[src/rtl/spi_shift_core.sv]
// SPI master shift core: baud generation, SCLK/SS sequencing and byte shifting.
module spi_shift_core (
  input  logic       PCLK,
  input  logic       PRESET,
  input  logic       send_data,
  input  logic [7:0] mosi_data,
  input  logic       mstr,
  input  logic       cpol,
  input  logic       cpha,
  input  logic       lsbfe,
  input  logic       spiswai,
  input  logic [1:0] spi_mode,
  input  logic [2:0] spr,
  input  logic [2:0] sppr,
  input  logic       miso,
  output logic       sclk,
  output logic       mosi,
  output logic       ss,
  output logic       tip,
  output logic       receive_data,
  output logic [7:0] miso_data
);

  localparam int unsigned CNT_W  = 11;
  localparam int unsigned EDGE_W = 5;
  localparam int unsigned BYTE_W = 8;

  typedef enum logic [2:0] {
    ST_IDLE,
    ST_LEAD,
    ST_XFER,
    ST_TRAIL,
    ST_DONE
  } state_e;

  state_e              state_q, state_d;
  logic [CNT_W-1:0]    cnt_q, cnt_d;
  logic [EDGE_W-1:0]   edge_q, edge_d;
  logic [BYTE_W-1:0]   tx_q, tx_d;
  logic [BYTE_W-1:0]   rx_q, rx_d;
  logic [BYTE_W-1:0]   miso_data_q, miso_data_d;
  logic [2:0]          spr_q, spr_d;
  logic [2:0]          sppr_q, sppr_d;
  logic                cpol_q, cpol_d;
  logic                cpha_q, cpha_d;
  logic                lsb_q, lsb_d;
  logic                sclk_q, sclk_d;
  logic                mosi_q, mosi_d;
  logic                ss_q, ss_d;
  logic                tip_q, tip_d;
  logic                rd_q, rd_d;

  logic                enable_c;
  logic [CNT_W-1:0]    half_c;
  logic [CNT_W-1:0]    half_m1_c;
  logic                term_c;
  logic                lead_edge_c;
  logic                sample_c;
  logic                shift_c;

  // Half-period in PCLK cycles from the latched baud settings: (sppr+1) << spr.
  always_comb begin
    enable_c    = mstr & ((spi_mode == 2'b00) | ((spi_mode == 2'b01) & ~spiswai));
    half_c      = CNT_W'((CNT_W'(sppr_q) + CNT_W'(1)) << spr_q);
    half_m1_c   = half_c - CNT_W'(1);
    term_c      = (cnt_q == half_m1_c);
    lead_edge_c = ~edge_q[0];
    sample_c    = lead_edge_c ^ cpha_q;
    shift_c     = ~sample_c & (edge_q != EDGE_W'(0)) & (edge_q != EDGE_W'(15));
  end

  // Next-state and output logic; mstr low aborts, enable low freezes everything.
  always_comb begin
    state_d     = state_q;
    cnt_d       = cnt_q;
    edge_d      = edge_q;
    tx_d        = tx_q;
    rx_d        = rx_q;
    miso_data_d = miso_data_q;
    spr_d       = spr_q;
    sppr_d      = sppr_q;
    cpol_d      = cpol_q;
    cpha_d      = cpha_q;
    lsb_d       = lsb_q;
    sclk_d      = sclk_q;
    mosi_d      = mosi_q;
    ss_d        = ss_q;
    tip_d       = tip_q;
    rd_d        = rd_q;

    if (!mstr) begin
      state_d = ST_IDLE;
      cnt_d   = '0;
      edge_d  = '0;
      sclk_d  = cpol;
      mosi_d  = 1'b0;
      ss_d    = 1'b1;
      tip_d   = 1'b0;
      rd_d    = 1'b0;
    end else if (enable_c) begin
      case (state_q)
        ST_IDLE: begin
          sclk_d = cpol;
          mosi_d = 1'b0;
          ss_d   = 1'b1;
          tip_d  = 1'b0;
          rd_d   = 1'b0;
          if (send_data) begin
            state_d = ST_LEAD;
            cnt_d   = '0;
            edge_d  = '0;
            tx_d    = mosi_data;
            rx_d    = '0;
            spr_d   = spr;
            sppr_d  = sppr;
            cpol_d  = cpol;
            cpha_d  = cpha;
            lsb_d   = lsbfe;
            mosi_d  = lsbfe ? mosi_data[0] : mosi_data[7];
            ss_d    = 1'b0;
            tip_d   = 1'b1;
          end
        end
        ST_LEAD: begin
          if (term_c) begin
            state_d = ST_XFER;
            cnt_d   = '0;
          end else begin
            cnt_d = cnt_q + CNT_W'(1);
          end
        end
        ST_XFER: begin
          if (term_c) begin
            cnt_d  = '0;
            sclk_d = ~sclk_q;
            edge_d = edge_q + EDGE_W'(1);
            if (sample_c) begin
              rx_d = lsb_q ? {miso, rx_q[7:1]} : {rx_q[6:0], miso};
            end
            if (shift_c) begin
              tx_d   = lsb_q ? (tx_q >> 1) : (tx_q << 1);
              mosi_d = lsb_q ? tx_q[1] : tx_q[6];
            end
            if (edge_q == EDGE_W'(15)) begin
              state_d = ST_TRAIL;
            end
          end else begin
            cnt_d = cnt_q + CNT_W'(1);
          end
        end
        ST_TRAIL: begin
          sclk_d = cpol_q;
          if (term_c) begin
            state_d     = ST_DONE;
            cnt_d       = '0;
            ss_d        = 1'b1;
            tip_d       = 1'b0;
            rd_d        = 1'b1;
            miso_data_d = rx_q;
          end else begin
            cnt_d = cnt_q + CNT_W'(1);
          end
        end
        ST_DONE: begin
          state_d = ST_IDLE;
          rd_d    = 1'b0;
        end
        default: begin
          state_d = ST_IDLE;
        end
      endcase
    end
  end

  // State and output registers with asynchronous reset.
  always_ff @(posedge PCLK or posedge PRESET) begin
    if (PRESET) begin
      state_q     <= ST_IDLE;
      cnt_q       <= '0;
      edge_q      <= '0;
      tx_q        <= '0;
      rx_q        <= '0;
      miso_data_q <= '0;
      spr_q       <= '0;
      sppr_q      <= '0;
      cpol_q      <= 1'b0;
      cpha_q      <= 1'b0;
      lsb_q       <= 1'b0;
      sclk_q      <= 1'b0;
      mosi_q      <= 1'b0;
      ss_q        <= 1'b1;
      tip_q       <= 1'b0;
      rd_q        <= 1'b0;
    end else begin
      state_q     <= state_d;
      cnt_q       <= cnt_d;
      edge_q      <= edge_d;
      tx_q        <= tx_d;
      rx_q        <= rx_d;
      miso_data_q <= miso_data_d;
      spr_q       <= spr_d;
      sppr_q      <= sppr_d;
      cpol_q      <= cpol_d;
      cpha_q      <= cpha_d;
      lsb_q       <= lsb_d;
      sclk_q      <= sclk_d;
      mosi_q      <= mosi_d;
      ss_q        <= ss_d;
      tip_q       <= tip_d;
      rd_q        <= rd_d;
    end
  end

  assign sclk         = sclk_q;
  assign mosi         = mosi_q;
  assign ss           = ss_q;
  assign tip          = tip_q;
  assign receive_data = rd_q;
  assign miso_data    = miso_data_q;

endmodule

[config.mk]
export PLATFORM = sky130hd
export DESIGN_NAME = spi_shift_core
export DESIGN_NICKNAME = d
export VERILOG_FILES = /design/src/rtl/spi_shift_core.sv
export SDC_FILE = /design/constraint.sdc
export NUM_CORES = 1
export LEC_CHECK = 0
export ABC_AREA = 1
export BUFFER_PORTS_ARGS = -buffer_cell sky130_fd_sc_hd__buf_2
export CORE_UTILIZATION = 60
export DETAILED_ROUTE_END_ITERATION = 6
export GPL_TIMING_DRIVEN = 1
export PLACE_DENSITY = 0.81
export SYNTH_ARGS = -nofsm -noshare
export SYNTH_HDL_FRONTEND = slang
export SYNTH_SLANG_ARGS = --single-unit
[constraint.sdc]
create_clock -name PCLK -period 3.5 [get_ports PCLK]
set_input_delay 0.35 -clock PCLK [delete_from_list [all_inputs] [get_ports PCLK]]
set_output_delay 0.35 -clock PCLK [all_outputs]
set_load 0.005 [all_outputs]
; Yosys cells after proc, flatten, opt, wreduce, memory -nomap -nowiden
; Index checks and enable logic that the tools add are counted.
[totals]
regBits = 57
inputBits = 25
word_cells = 125
[classes]
addsub = 4
eq_ne = 24
shift = 1
muxes = 53
bitwise = 10
reduce_logical = 17
[op_table]
columns = cell, count
row1 = 8-bit two-way mux, 8
row2 = 11-bit two-way mux, 4
row3 = 8-bit one-hot mux with 2 select lines, 2
row4 = 11-bit one-hot mux with 2 select lines, 1
row5 = 3-bit two-way mux, 7
row6 = 1-bit two-way mux, 20
row7 = 5-bit two-way mux, 4
row8 = "3-bit inequality test, second input constant", 6
row9 = 6-bit AND reduction, 3
row10 = 4-bit AND reduction, 4
row11 = 3-bit one-hot mux with 4 select lines, 1
row12 = 3-bit AND reduction, 4
row13 = "11-bit by 1-bit adder with 11-bit output, second input constant", 1
row14 = 11-bit equality test, 1
row15 = 4-bit by 3-bit << shifter with 11-bit output, 1
row16 = "11-bit by 1-bit subtractor with 11-bit output, second input constant", 1
row17 = 5-bit one-hot mux with 2 select lines, 1
row18 = "2-bit inequality test, second input constant", 4
row19 = 1-bit one-hot mux with 2 select lines, 4
row20 = "3-bit by 2-bit equality test with 1-bit output, second input constant", 2
row21 = "3-bit by 1-bit inequality test with 1-bit output, second input constant", 2
row22 = "3-bit by 2-bit inequality test with 1-bit output, second input constant", 2
row23 = "5-bit by 1-bit adder with 5-bit output, second input constant", 1
row24 = "5-bit by 4-bit equality test with 1-bit output, second input constant", 1
row25 = 18 further kinds, 24

; Depth between registers and ports, before layout
[depth]
depth_word = 10
depth_mapped = 21
depth_no_buf = 21

; Least setup slack after synthesis
; OpenSTA, ideal clock, no wires.
[synth_path]
kind = flip-flop to flip-flop
from = register sppr_q[0]
to = register state_q[1]
setup_time_ns = 0.117
arrival_ns = 2.554
required_ns = 3.383
slack_ns = 0.829
stages_incl_launch_ff = 18
path_buffers = 0
period_less_slack_ns = 2.671
path_cell_list = dfrtp_1 > ha_1 > o21ai_1 > nor2_1 > nand2_2 > ha_1 > xnor2_1 > o21bai_1 > a21oi_1 > nand3_1 > nor2_1 > nand3_1 > nor2_4 > nand2_4 > nand2_2 > nand3_1 > nand2_1 > nand2_1
[synth_via]
elab_chain_cells = 6
word_cells_on_any_way = 8
classes_between = add/sub (2) / eq/ne (4) / shift (1) / reduce/logical (1)
[synth_rtl]
columns = element, line_no
row1 = "start, declared", 43  ; logic [2:0] sppr_q, sppr_d;
row2 = "start signal, assigned", 202  ; sppr_q <= sppr_d;
row3 = 3-bit by 1-bit adder with 4-bit output *, 64  ; half_c = CNT_W'((CNT_W'(sppr_q) + CNT_W'(1)) << spr_q);
row4 = 4-bit by 3-bit << shifter with 11-bit output *, 64
row5 = 11-bit by 1-bit subtractor with 11-bit output *, 65  ; half_m1_c = half_c - CNT_W'(1);
row6 = 11-bit equality test *, 66  ; term_c = (cnt_q == half_m1_c);
row7 = 3-bit inequality test (no source line), -
row8 = 6-bit AND reduction (no source line) *, -
row9 = "end signal, assigned", 195  ; state_q <= state_d;
row10 = "end, declared", 36  ; state_e state_q, state_d;
; Every way passes the cells marked *; elsewhere a longest branch is shown, timed or not.
; A chain may end at the register's enable or synchronous reset.

; Final worst setup path
[layout_path]
from = register sppr_q[0]
to = register rx_q[4]
[layout_via]
elab_chain_cells = 6
[layout_rtl]
columns = element, line_no
row1 = 3-bit by 1-bit adder with 4-bit output, 64
row2 = 4-bit by 3-bit << shifter with 11-bit output, 64
row3 = 11-bit by 1-bit subtractor with 11-bit output, 65
row4 = 11-bit equality test, 66
row5 = 2-bit inequality test (no source line), -
row6 = 6-bit AND reduction (no source line), -
row7 = "end signal, assigned", 199  ; rx_q <= rx_d;
row8 = "end, declared", 40  ; logic [BYTE_W-1:0] rx_q, rx_d;
; No other way between the ends.

==> reports/qor.tcl <==
set qor(worstPathBufferInverterCount) 0
set qor(final_period_minus_worst_setup_slack_ps) 2990
set qor(finalPower_mw) 3.72
set qor(clock_path_buffers) 2
set qor(cts_inserted_buffers) 9
set qor(place.detailed.hpwl_um) 7100
set qor(synth_enable_flop_cells) 0
set qor(synth.avg_cell_area_sq_um) 6.91
set qor(p_sw_share_pct) 50.8
set qor(reg2reg_depth) 17
set qor(maxSlewHeadroom_pct) 17.5
set qor(grt_start_max_net_pins) 47
set qor(number_of_library_cell_types_mapped_by_synthesis) 39
set qor(detailroute.via_count) 3900
set qor(antennaDiodeCount) 0
set qor(holdCritPathClass) {in2async}
set qor(commonest_register_cell_after_synthesis) {sky130_fd_sc_hd__dfrtp_1}
set qor(global_route.usage.met3_pct) 5.96
set qor(grtUsageMet1_pct) 38.9
set qor(drt_pass_1_iters) 5
set qor(timing.clock.skew_ps) 7.14
set qor(critical_path.endpoint_type) {flip-flop}
set qor(ff2ff_setup_slack_ps) 510
set qor(grt_first_pass_wirelength_um) 16100
set qor(floorplan.io_pins) 38
set qor(cts.sink_count) 57
set qor(worstPathMaxFanout) 18
set qor(report.final.setup_viol) 0
set qor(number_of_nets_in_the_synthesized_netlist) 604
set qor(cell_row_count) 29
set qor(effective_utilization_at_floorplan_pct) 62.4
set qor(fmax_mhz) 335
set qor(cts_htree_levels) 3
set qor(share_clk_of_total_power_pct) 17.6
set qor(wl_per_cell_um) 13.8
set qor(worst_ir_drop_on_vdd_v) 0.000561
set qor(routed_via_density) 5.64
set qor(cts.repair.resized) 0
set qor(data_required_time_of_the_critical_path_ps) 3740
set qor(starting_drc_count_in_detailed_routing) 311
set qor(power.internal_mw) 1.83
set qor(critical_path.cell_chain) {ha_1 -> o21ai_1 -> nor2_1 -> nand2_2 -> ha_1 -> xnor2_1 -> o21bai_1 -> a21oi_1 -> nand3_1 -> nor2_1 -> nand3_1 -> nor2_4 -> nand2_4 -> nand2_8 -> nand3_4 -> nand2_1 -> nand2_1}
set qor(worst_slew_pin_slew_ps) 1220
set qor(clk_root_buffer_cell) {sky130_fd_sc_hd__clkbuf_8}
set qor(critPathMaxStageDelay_ps) 430
set qor(yosys.cell_count.top_type) {sky130_fd_sc_hd__nand2_1}
set qor(remaining_antenna_violation_count) 0
set qor(outcome) {complete, no violations}
set qor(power.density_cell_area_nw_per_um2) 845
set qor(number_of_warnings_issued_by_yosys) 0
set qor(power.share.combinational_pct) 55.9
set qor(final_hold_viol_count) 0
set qor(setup_repair_after_global_routing_missed_its_margin) {false}
set qor(grt_busiest_layer) {met2}
set qor(globalRoute.totalOverflow) 0
set qor(ctsHoldBuffers) 0
set qor(die_area_sq_um) 6930
set qor(static-leakage-power_nw) 2.28
set qor(power.share.sequential_pct) 26.5
set qor(critPathTopFamily) {simple AND/OR/NAND/NOR gates}
set qor(clk-insertion-delay-late_ps) 350
set qor(ys_ff_latch) 57
set qor(cp.depth) 17
set qor(clk_transition_reported_paths_ps) 70
set qor(drv.max_cap_violation_count) 0
set qor(switchingPower_mw) 1.89
set qor(fin_crit_sh_pct) 85.3
set qor(maxSlewViolCount) 0
set qor(synth_seq_area_share_pct) 36.0
set qor(numPortBuffers) 37
set qor(drive_above_1_share_pct) 16.8
set qor(vias_in_the_first_global_route) 3585
set qor(track_usage_pct) 28.7
set qor(synthDominantCellAreaShare_pct) 35.4
set qor(synth_common_cells) {sky130_fd_sc_hd__nand2_1 (199), sky130_fd_sc_hd__dfrtp_1 (56), sky130_fd_sc_hd__nand3_1 (54), sky130_fd_sc_hd__nor2_1 (54), sky130_fd_sc_hd__inv_1 (42)}
set qor(worst_ep_arrival_time_ps) 3230
set qor(syn_to_final_growth_pct) 11.1
set qor(met2_usage_pct) 46.3
set qor(layout_utilization_pct) 69.3
set qor(postSynthCellCount) 573
set qor(synth_top_area_cell) {sky130_fd_sc_hd__dfrtp_1}
set qor(summed_instance_area_of_the_synthesized_netlist_sq_um) 3960
set qor(crit_path_top_delay_cell) {sky130_fd_sc_hd__dfrtp_1}
set qor(wirelength_um) 9550
set qor(drc) 0
set qor(postSynth.asyncResetShare_pct) 100
set qor(worstSetupStartpointType) {flip-flop}
set qor(synth.area.top_cells) {sky130_fd_sc_hd__dfrtp_1 (35%), sky130_fd_sc_hd__nand2_1 (19%), sky130_fd_sc_hd__nand3_1 (6.8%)}
set qor(core_area_sq_um) 6350
set qor(cts_post_setup_buffers_inserted) 0
set qor(clock_tree_from_tritoncts) {done}
set qor(finalNetCount) 640
set qor(routabilityCongestion) 0.867
set qor(path_class) {reg2reg}
set qor(dieWidth_um) 83.3
set qor(antenna_found_initial) 0
set qor(die_h_um) 83.3
set qor(setup_tns_ps) 0
==> stage by stage <==
stage / cells / hold WS [ps] / worst slack, ps / cell area (sq um)
3_3_place_gp: 675 / 456 / 638 / 4190
2_1_floorplan: 573 / 442 / 829 / 3960
5_1_grt: 691 / 223 / 221 / 4400
6_report: 691 / 208 / 514 / 4400
3_5_place_dp: 675 / 460 / 534 / 4190
4_1_cts: 691 / 223 / 520 / 4400
==> state kept, by name, indices dropped and copies added, names as in the netlist <==
name,cells
miso_data,8
lsb_q,1
edge_q,5
cpol_q,1
sclk,1
cpha_q,1
spr_q,3
ss,1
cnt_q,11
mosi,1
tx_q,8
sppr_q,3
receive_data,1
rx_q,8
state_q,3
tip,1
==> cell usage in the layout (no fill, tap or decap), types with 11 or more instances in the layout <==
master,netlist,routed
sky130_fd_sc_hd__inv_2,10,11
sky130_fd_sc_hd__xor2_1,11,11
sky130_fd_sc_hd__a21oi_1,21,21
sky130_fd_sc_hd__clkbuf_8,0,11
sky130_fd_sc_hd__nand4_1,31,31
sky130_fd_sc_hd__dfrtp_1,56,56
sky130_fd_sc_hd__nand2_2,11,11
sky130_fd_sc_hd__inv_1,42,41
sky130_fd_sc_hd__o21ai_0,14,14
sky130_fd_sc_hd__nand2_1,199,199
sky130_fd_sc_hd__nor2_1,54,54
sky130_fd_sc_hd__buf_2,2,37
sky130_fd_sc_hd__nand3_1,54,54
==> worst register-to-register path: cells and delay by family (launching register included) <==
kind / cells / cell delay (ps)
adder cells (fa/ha/maj): 2 / 620
flip-flops: 1 / 430
AO/OA/AOI/OAI: 3 / 360
XOR/XNOR: 1 / 130
AND/OR/NAND/NOR: 11 / 1340
==> power groups by stage <==
stage                     clock (mW)  sequential (mW)  combinational (mW)
after floorplan                    0            0.903                1.73
after global placement             0            0.984                1.97
after detailed placement           0            0.989                2.05
after CTS                      0.664            0.980                2.06
after global routing           0.680             1.01                2.35
final                          0.657            0.985                2.08
==> final cells by class <==
cell class	count	area, sq um
tap	77	96.3
fill	567	1950
clock buffer	11	151
multi-input combinational	448	2260
sequential	57	1430
inverter	54	203
clock inverter	5	62.6
timing repair buffer	39	200
==> logic make-up after synthesis <==
| logic type | Yosys count | synth area share (%) |
|---|---|---|
| buffers and inverters | 68 | 6.89 |
| AND/OR/NAND/NOR | 378 | 44.7 |
| XOR/XNOR | 12 | 2.65 |
| adder cells (fa/ha/maj) | 6 | 1.90 |
| multiplexers | 3 | 0.853 |
| AO/OA/AOI/OAI | 49 | 6.98 |
| flip-flops | 57 | 36.0 |
==> path summary, 6_finish.rpt <==
| check | startpoint | endpoint |
|---|---|---|
| worst max-delay path | sppr_q[0] | rx_q[4] |
| worst min-delay path | PRESET | sppr_q[0] |
| worst max register to register | sppr_q[0] | rx_q[4] |
| worst min register to register | miso_data[0] | miso_data[0] |
| max in group asynchronous | PRESET | edge_q[3] |
| min in group PCLK | sppr[1] | sppr_q[1] |
==> routing by layer <==
metal	up-vias	part of all wire [%]	wire length [um]
met5	-	0	0
met4	0	1.5	147
met3	17	5.2	493
met2	113	48	4540
met1	1816	46	4370
li1	1954	-	-
Note: power is estimated with default switching activity, not from simulation.
